### src/rtl/soc_arb_rr_wb_if.sv
// Bus bundle between MASTERS Wishbone masters, the round-robin arbiter and
// the downstream address decoder. The arbiter takes the slave modport; the
// environment driving masters and decoder takes the master modport.
interface soc_arb_rr_wb_if #(
  parameter int MASTERS    = 2,
  parameter int DATA_WIDTH = 32,
  parameter int ADDR_WIDTH = 32
);
  localparam int SEL_WIDTH = DATA_WIDTH >> 3;

  // Upstream master ports
  logic [MASTERS-1:0][ADDR_WIDTH-1:0] m_adr_i;
  logic [MASTERS-1:0][DATA_WIDTH-1:0] m_dat_i;
  logic [MASTERS-1:0]                 m_cyc_i;
  logic [MASTERS-1:0]                 m_stb_i;
  logic [MASTERS-1:0][SEL_WIDTH-1:0]  m_sel_i;
  logic [MASTERS-1:0]                 m_we_i;
  logic [MASTERS-1:0][2:0]            m_cti_i;
  logic [MASTERS-1:0][1:0]            m_bte_i;
  logic [MASTERS-1:0][DATA_WIDTH-1:0] m_dat_o;
  logic [MASTERS-1:0]                 m_ack_o;
  logic [MASTERS-1:0]                 m_err_o;
  logic [MASTERS-1:0]                 m_rty_o;

  // Downstream port towards the decoder
  logic [ADDR_WIDTH-1:0]              s_adr_o;
  logic [DATA_WIDTH-1:0]              s_dat_o;
  logic [SEL_WIDTH-1:0]               s_sel_o;
  logic                               s_we_o;
  logic [2:0]                         s_cti_o;
  logic [1:0]                         s_bte_o;
  logic                               s_cyc_o;
  logic                               s_stb_o;
  logic [DATA_WIDTH-1:0]              s_dat_i;
  logic                               s_ack_i;
  logic                               s_err_i;
  logic                               s_rty_i;

  // Current owner, one-hot, zero when idle
  logic [MASTERS-1:0]                 grant_o;

  modport slave (
    input  m_adr_i, m_dat_i, m_cyc_i, m_stb_i, m_sel_i, m_we_i, m_cti_i, m_bte_i,
    input  s_dat_i, s_ack_i, s_err_i, s_rty_i,
    output m_dat_o, m_ack_o, m_err_o, m_rty_o,
    output s_adr_o, s_dat_o, s_sel_o, s_we_o, s_cti_o, s_bte_o, s_cyc_o, s_stb_o,
    output grant_o
  );

  modport master (
    output m_adr_i, m_dat_i, m_cyc_i, m_stb_i, m_sel_i, m_we_i, m_cti_i, m_bte_i,
    output s_dat_i, s_ack_i, s_err_i, s_rty_i,
    input  m_dat_o, m_ack_o, m_err_o, m_rty_o,
    input  s_adr_o, s_dat_o, s_sel_o, s_we_o, s_cti_o, s_bte_o, s_cyc_o, s_stb_o,
    input  grant_o
  );
endinterface

### src/rtl/soc_arb_rr_wb.sv
// Round-robin Wishbone arbiter in front of the address decoder. Ownership is
// locked while the owner holds cyc; a handover happens on the same edge the
// owner releases. An optional watchdog errors strobes left unanswered.
module soc_arb_rr_wb #(
  parameter int MASTERS    = 2,
  parameter int DATA_WIDTH = 32,
  parameter int ADDR_WIDTH = 32,
  parameter int TIMEOUT    = 255
) (
  input logic             clk_i,
  input logic             rst_i,
  soc_arb_rr_wb_if.slave  bus
);
  localparam int IDX_W = (MASTERS > 1) ? $clog2(MASTERS) : 1;
  localparam int CNT_W = (TIMEOUT > 0) ? $clog2(TIMEOUT + 1) : 1;

  logic [MASTERS-1:0] r_grant;
  logic [IDX_W-1:0]   r_last;

  logic               w_active;
  logic [IDX_W-1:0]   w_owner;
  logic               w_released;
  logic               w_found;
  logic [IDX_W-1:0]   w_next_idx;
  logic [MASTERS-1:0] w_next_grant;
  logic               w_timeout_hit;
  logic               w_s_cyc;
  logic               w_s_stb;

  // While a grant is held, r_last is the owner's index; when idle the mux
  // falls back to master 0 so the decoder sees stable fields.
  assign w_active   = |r_grant;
  assign w_owner    = w_active ? r_last : '0;
  assign w_released = !w_active || !bus.m_cyc_i[w_owner];

  // Pick the first requester after the most recent owner, wrapping around.
  always_comb begin
    // NOTE: defaults first so every path assigns each variable and no latch is inferred.
    w_found    = 1'b0;
    w_next_idx = r_last;
    for (int i = 1; i <= MASTERS; i++) begin
      if (!w_found && bus.m_cyc_i[IDX_W'((int'(r_last) + i) % MASTERS)]) begin
        w_found    = 1'b1;
        w_next_idx = IDX_W'((int'(r_last) + i) % MASTERS);
      end
    end
    w_next_grant = w_found ? (MASTERS'(1) << w_next_idx) : '0;
  end

  // Grant and last-owner registers; re-arbitrate only when the owner lets go.
  always_ff @(posedge clk_i or posedge rst_i) begin
    if (rst_i) begin
      r_grant <= '0;
      r_last  <= IDX_W'(MASTERS - 1);
    end else if (w_released) begin
      // NOTE: non-blocking so both registers update from pre-edge values.
      r_grant <= w_next_grant;
      if (w_found) begin
        r_last <= w_next_idx;
      end
    end
  end

  generate
    if (TIMEOUT > 0) begin : g_wdog
      logic [CNT_W-1:0] r_wdog_cnt;
      logic             w_term;

      assign w_term = bus.s_ack_i | bus.s_err_i | bus.s_rty_i;
      // An ack landing on the expiry cycle wins: no forced error then.
      assign w_timeout_hit = (r_wdog_cnt == CNT_W'(TIMEOUT)) && !bus.s_ack_i;

      // Count cycles an active strobe waits; any gap, reply or expiry restarts.
      always_ff @(posedge clk_i or posedge rst_i) begin
        if (rst_i) begin
          r_wdog_cnt <= '0;
        end else if (w_s_cyc && w_s_stb && !w_term) begin
          r_wdog_cnt <= r_wdog_cnt + CNT_W'(1);
        end else begin
          r_wdog_cnt <= '0;
        end
      end
    end else begin : g_no_wdog
      assign w_timeout_hit = 1'b0;
    end
  endgenerate

  // Gate the owner's cycle/strobe; expiry pulls them low for that one cycle.
  always_comb begin
    w_s_cyc = w_active & bus.m_cyc_i[w_owner] & ~w_timeout_hit;
    w_s_stb = w_active & bus.m_stb_i[w_owner] & ~w_timeout_hit;
  end

  assign bus.s_cyc_o = w_s_cyc;
  assign bus.s_stb_o = w_s_stb;
  assign bus.s_adr_o = bus.m_adr_i[w_owner];
  assign bus.s_dat_o = bus.m_dat_i[w_owner];
  assign bus.s_sel_o = bus.m_sel_i[w_owner];
  assign bus.s_we_o  = bus.m_we_i[w_owner];
  assign bus.s_cti_o = bus.m_cti_i[w_owner];
  assign bus.s_bte_o = bus.m_bte_i[w_owner];

  // Read data is broadcast; terminations reach the owner only.
  assign bus.m_dat_o = {MASTERS{bus.s_dat_i}};
  assign bus.m_ack_o = r_grant & {MASTERS{bus.s_ack_i}};
  assign bus.m_rty_o = r_grant & {MASTERS{bus.s_rty_i}};
  assign bus.m_err_o = r_grant & {MASTERS{bus.s_err_i | w_timeout_hit}};
  assign bus.grant_o = r_grant;
endmodule

### src/flat_wrapper.sv
// flat-port wrapper written by rule: the top's interface ports become plain ports
module soc_arb_rr_wb_flat 
#(
  parameter int MASTERS    = 2,
  parameter int DATA_WIDTH = 32,
  parameter int ADDR_WIDTH = 32,
  parameter int TIMEOUT    = 255
)
  (clk_i, rst_i, bus_m_adr_i, bus_m_dat_i, bus_m_cyc_i, bus_m_stb_i, bus_m_sel_i, bus_m_we_i, bus_m_cti_i, bus_m_bte_i, bus_s_dat_i, bus_s_ack_i, bus_s_err_i, bus_s_rty_i, bus_m_dat_o, bus_m_ack_o, bus_m_err_o, bus_m_rty_o, bus_s_adr_o, bus_s_dat_o, bus_s_sel_o, bus_s_we_o, bus_s_cti_o, bus_s_bte_o, bus_s_cyc_o, bus_s_stb_o, bus_grant_o);
  soc_arb_rr_wb_if #(.MASTERS(MASTERS), .DATA_WIDTH(DATA_WIDTH), .ADDR_WIDTH(ADDR_WIDTH)) bus_i ();
  input logic clk_i;
  input logic rst_i;
  input wire logic [$bits(bus_i.m_adr_i)-1:0] bus_m_adr_i;
  input wire logic [$bits(bus_i.m_dat_i)-1:0] bus_m_dat_i;
  input wire logic [$bits(bus_i.m_cyc_i)-1:0] bus_m_cyc_i;
  input wire logic [$bits(bus_i.m_stb_i)-1:0] bus_m_stb_i;
  input wire logic [$bits(bus_i.m_sel_i)-1:0] bus_m_sel_i;
  input wire logic [$bits(bus_i.m_we_i)-1:0] bus_m_we_i;
  input wire logic [$bits(bus_i.m_cti_i)-1:0] bus_m_cti_i;
  input wire logic [$bits(bus_i.m_bte_i)-1:0] bus_m_bte_i;
  input wire logic [$bits(bus_i.s_dat_i)-1:0] bus_s_dat_i;
  input wire logic [$bits(bus_i.s_ack_i)-1:0] bus_s_ack_i;
  input wire logic [$bits(bus_i.s_err_i)-1:0] bus_s_err_i;
  input wire logic [$bits(bus_i.s_rty_i)-1:0] bus_s_rty_i;
  output wire logic [$bits(bus_i.m_dat_o)-1:0] bus_m_dat_o;
  output wire logic [$bits(bus_i.m_ack_o)-1:0] bus_m_ack_o;
  output wire logic [$bits(bus_i.m_err_o)-1:0] bus_m_err_o;
  output wire logic [$bits(bus_i.m_rty_o)-1:0] bus_m_rty_o;
  output wire logic [$bits(bus_i.s_adr_o)-1:0] bus_s_adr_o;
  output wire logic [$bits(bus_i.s_dat_o)-1:0] bus_s_dat_o;
  output wire logic [$bits(bus_i.s_sel_o)-1:0] bus_s_sel_o;
  output wire logic [$bits(bus_i.s_we_o)-1:0] bus_s_we_o;
  output wire logic [$bits(bus_i.s_cti_o)-1:0] bus_s_cti_o;
  output wire logic [$bits(bus_i.s_bte_o)-1:0] bus_s_bte_o;
  output wire logic [$bits(bus_i.s_cyc_o)-1:0] bus_s_cyc_o;
  output wire logic [$bits(bus_i.s_stb_o)-1:0] bus_s_stb_o;
  output wire logic [$bits(bus_i.grant_o)-1:0] bus_grant_o;
  assign bus_i.m_adr_i = bus_m_adr_i;
  assign bus_i.m_dat_i = bus_m_dat_i;
  assign bus_i.m_cyc_i = bus_m_cyc_i;
  assign bus_i.m_stb_i = bus_m_stb_i;
  assign bus_i.m_sel_i = bus_m_sel_i;
  assign bus_i.m_we_i = bus_m_we_i;
  assign bus_i.m_cti_i = bus_m_cti_i;
  assign bus_i.m_bte_i = bus_m_bte_i;
  assign bus_i.s_dat_i = bus_s_dat_i;
  assign bus_i.s_ack_i = bus_s_ack_i;
  assign bus_i.s_err_i = bus_s_err_i;
  assign bus_i.s_rty_i = bus_s_rty_i;
  assign bus_m_dat_o = bus_i.m_dat_o;
  assign bus_m_ack_o = bus_i.m_ack_o;
  assign bus_m_err_o = bus_i.m_err_o;
  assign bus_m_rty_o = bus_i.m_rty_o;
  assign bus_s_adr_o = bus_i.s_adr_o;
  assign bus_s_dat_o = bus_i.s_dat_o;
  assign bus_s_sel_o = bus_i.s_sel_o;
  assign bus_s_we_o = bus_i.s_we_o;
  assign bus_s_cti_o = bus_i.s_cti_o;
  assign bus_s_bte_o = bus_i.s_bte_o;
  assign bus_s_cyc_o = bus_i.s_cyc_o;
  assign bus_s_stb_o = bus_i.s_stb_o;
  assign bus_grant_o = bus_i.grant_o;
  soc_arb_rr_wb #(.MASTERS(MASTERS), .DATA_WIDTH(DATA_WIDTH), .ADDR_WIDTH(ADDR_WIDTH), .TIMEOUT(TIMEOUT)) u_core (.clk_i(clk_i), .rst_i(rst_i), .bus(bus_i));
endmodule
### config.mk
export PLATFORM = sky130hd
export DESIGN_NAME = soc_arb_rr_wb_flat
export DESIGN_NICKNAME = d
export VERILOG_FILES = /design/src/rtl/soc_arb_rr_wb_if.sv /design/src/rtl/soc_arb_rr_wb.sv /design/src/flat_wrapper.sv
export SDC_FILE = /design/constraint.sdc
export NUM_CORES = 1
export LEC_CHECK = 0
export ABC_AREA = 1
export BUFFER_PORTS_ARGS = -buffer_cell sky130_fd_sc_hd__buf_4
export CORE_AREA = 3 3 131 133
export CTS_BUF_LIST = sky130_fd_sc_hd__clkbuf_16
export DETAILED_ROUTE_END_ITERATION = 16
export DIE_AREA = 0 0 134 136
export PLACE_DENSITY = 0.53
export SLEW_MARGIN = 5
export SYNTH_ARGS = -nofsm -noshare
export SYNTH_HDL_FRONTEND = slang
export SYNTH_SLANG_ARGS = --single-unit
### constraint.sdc
create_clock -name clk_i -period 1.15 [get_ports clk_i]
set_input_delay 0.0575 -clock clk_i [delete_from_list [all_inputs] [get_ports clk_i]]
set_output_delay 0.0575 -clock clk_i [all_outputs]
set_load 0.01 [all_outputs]
==> flow_summary.yaml <==
timing:
  fin_crit_sh: 1.362
  worst_slack_ns: -0.4159
  slew_violations: 0
  hold_violations: 0
  skew_ns: 0.005334
  max-slew-margin-rel: 0.7181
  holdWs_ns: 0.09257
  period_needed_ns: 1.566
  worstMarginPinSlew_ns: 0.4224
  rsz0062_at_grt: "yes"
  finalSetupViolations: 91
  max_freq_mhz: 638.6
  tns_ns: -31.46
routing:
  wl_microns: 13500
  drtIter0Drc: 125
  wl_per_cell_microns: 16.19
  viasPerCell: 3.999
  postRouteAntennaNets: 0
  dr.pass1.iters: 4
  vias: 3335
  drc: 0
global_route:
  groute.usage.overall: 0.1090
  first_global_vias: 3093
  antenna_found_initial: 0
  grt_max_degree: 40
  grt_overflow: 0
  grt_pass1_wl_microns: 16070
synthesis:
  ys_seq_elements: 11
  syn_avg_cell_area_sq_um: 5.724
  synthDistinctLibCells: 23
  netlist_instances: 409
  yosysSeqAreaShare: 0.1181
  synth_nets: 601
  synth.cell_area_sq_um: 2341
  ys_warn_count: 0
finish:
  n_antenna_cell: 0
  num-nets-final: 811
  areaGrowthSynthToFinish_pct: 113.3
  drive_above_1_share: 0.6262
  nFillCells: 1712
  final_cell_area_sq_um: 4992
setup_path:
  slowest_stage: "dfstp_2"
  path_cells: "buf_12 -> nand2_8 -> buf_12 -> nand2_1 -> nand2_1 -> buf_4"
  path_max_fanout: 5
  crit_path_end_kind: "output port"
  r2r_start: "u_core.r_last"
  critical_path_class: "register to output port"
  start_kind: "register"
  reg2reg_slack_ns: -0.28
  critPathRequiredTime_ns: 1.09
  slowest_delay_ns: 0.55
  crit_buf_inv: 3
  critPathLaunch: "u_core.r_last"
  crit_arrival_ns: 1.51
  crit_family: "flip-flops"
cts:
  cts_buffer_depth: 2
  numCtsBuffers: 3
  clock_latency_ns: 0.24
  cts_root_buf: "clkbuf_16"
  cts_tree: "yes"
  clkTransAtPathRegs_ns: 0.04
  htree_levels: 1
  cts.sinks: 11
floorplanning:
  chipHeight_microns: 136
  die_w_microns: 134
  coreArea_sq_um: 15940
  io_pins: 337
  initial_core_util: 0.1468
  rows: 46
  dieArea_sq_um: 18220
placed_design:
  place.gp.congestion: 0.7577
  portBuffers: 240
  hpwl_microns: 8837
  dpl_cell_area_sq_um: 4018
run:
  drv_cap: 0
pwr:
  vdd_drop_max_uv: 715.1
  leakagePower_nw: 2.719
  power_w: 0.01095
  p_per_area_nw_per_um2: 2193
outcome:
  outcome: "complete, but fails checks"
  violations: "setup timing"
min_path:
  hp-class: "primary input to register"
  min_from: "bus_m_cyc_i[0]"
-- layer usage --
| layer | wire (microns) | GRT usage |
|---|---|---|
| met1 | 5105 | 0.1265 |
| met2 | 7000 | 0.1948 |
| met3 | 1216 | 0.03405 |
| met4 | 182 | 0.02743 |
| met5 | 0 | 0 |
-- registers in the layout (all words and copies together), names as in the netlist --
name,cells
u_core.g_wdog.r_wdog_cnt,8
u_core.bus.grant_o,2
u_core.r_last,1
-- logic make-up (layout without fill, tap and decap cells) --
kind of cell,Yosys count,after routing,share of synthesized area
compound gates,4,4,0.01015
xor+xnor,3,3,0.01123
fa+ha+maj,3,3,0.01604
buf+inv,112,320,0.3255
flops,11,11,0.1181
simple gates,276,277,0.5190
-- through the flow --
stage,worst slack [ns],cells,util
floorplan,-0.03520,409,-
global placement,-0.1622,801,0.2520
detailed placement,-0.1592,801,0.2520
CTS,-0.3923,811,0.2658
global route,-0.4546,834,0.3131
finish,-0.4159,834,0.3131
-- final timing paths --
path | to | cells after the start
setup / recovery | bus_s_dat_o[24] | 6
hold / removal | u_core.r_last | 3
setup reg to reg | u_core.g_wdog.r_wdog_cnt[0] | 7
hold reg to reg | u_core.g_wdog.r_wdog_cnt[2] | 2
max in group asynchronous | u_core.r_last | 3
min in group asynchronous | u_core.bus.grant_o[1] | 3
-- power by group --
part	switching (W)	leakage (nW)	internal, W
Clock	0.000180	0.0423	0.000457
Combinational	0.00489	2.53	0.00493
Sequential	0.0000405	0.148	0.000453
Total	0.00511	2.72	0.00584
-- synth_stat cells (all sizes together) --
| library cell | number | area (sq um) |
|---|---|---|
| xnor2 | 2 | 17.52 |
| nand4 | 3 | 18.77 |
| xor2 | 1 | 8.760 |
| nor2 | 17 | 76.32 |
| clkbuf | 1 | 3.750 |
| dfrtp | 10 | 250.2 |
| dfstp | 1 | 26.28 |
| nand2 | 175 | 674.4 |
| ha | 3 | 37.54 |
| o21ai | 4 | 23.77 |
| nand3b | 1 | 20.02 |
| buf | 88 | 671.9 |
| inv | 23 | 86.33 |
| nand3 | 80 | 425.4 |
-- area by class of cell --
class	count	area, sq um	share of cell area
Timing Repair Buffer	293	2660	0.5328
Multi-Input combinational cell	287	1618	0.3241
Inverter	23	88.84	0.01779
Sequential cell	11	276.5	0.05539
Tap cell	216	270.3	0.05414
Clock buffer	3	75.07	0.01504
Clock inverter	1	3.754	0.0007519
-- what timing repair did --
item / 4_1_cts / 5_1_grt
hold buffers: 1 / 0
gates resized for setup: 19 / 116
cloned: 1 / 14
pin swaps: 3 / 13
setup endpoints to repair: 89 / 89
setup buffers: 4 / 10
endpoints found under the hold margin: 10 / 0
-- placed cells by master (no fill, tap or decap) --
cell type | Yosys | layout
buf_4 | 70 | 234
nand2_1 | 172 | 123
nand3_1 | 78 | 59
nand2_2 | 1 | 45
buf_6 | 9 | 36
nand3_2 | 0 | 19
inv_1 | 20 | 18
nor2_1 | 14 | 11
clkbuf_16 | 0 | 11
dfrtp_1 | 10 | 10
buf_12 | 0 | 8
inv_2 | 3 | 5
nand2_4 | 2 | 5
nand2_8 | 0 | 3
nor2_2 | 2 | 3
nand4_1 | 3 | 3
nor2_4 | 1 | 3
buf_8 | 0 | 3
buf_16 | 0 | 3
nand3_4 | 2 | 2
o21ai_2 | 1 | 2
xnor2_1 | 2 | 2
ha_1 | 3 | 2
inv_4 | 0 | 1
nand3b_4 | 1 | 1
o21ai_4 | 0 | 1
xor2_1 | 1 | 1
o21ai_1 | 0 | 1
ha_2 | 0 | 1
dlygate4sd3_1 | 0 | 1
dfstp_2 | 1 | 1
-- worst min-delay path: stages --
cell	delay, ns
buf_4	0.13
nand2_1	0.08
o21ai_1	0.06
Power figures use the tool's default switching activity.
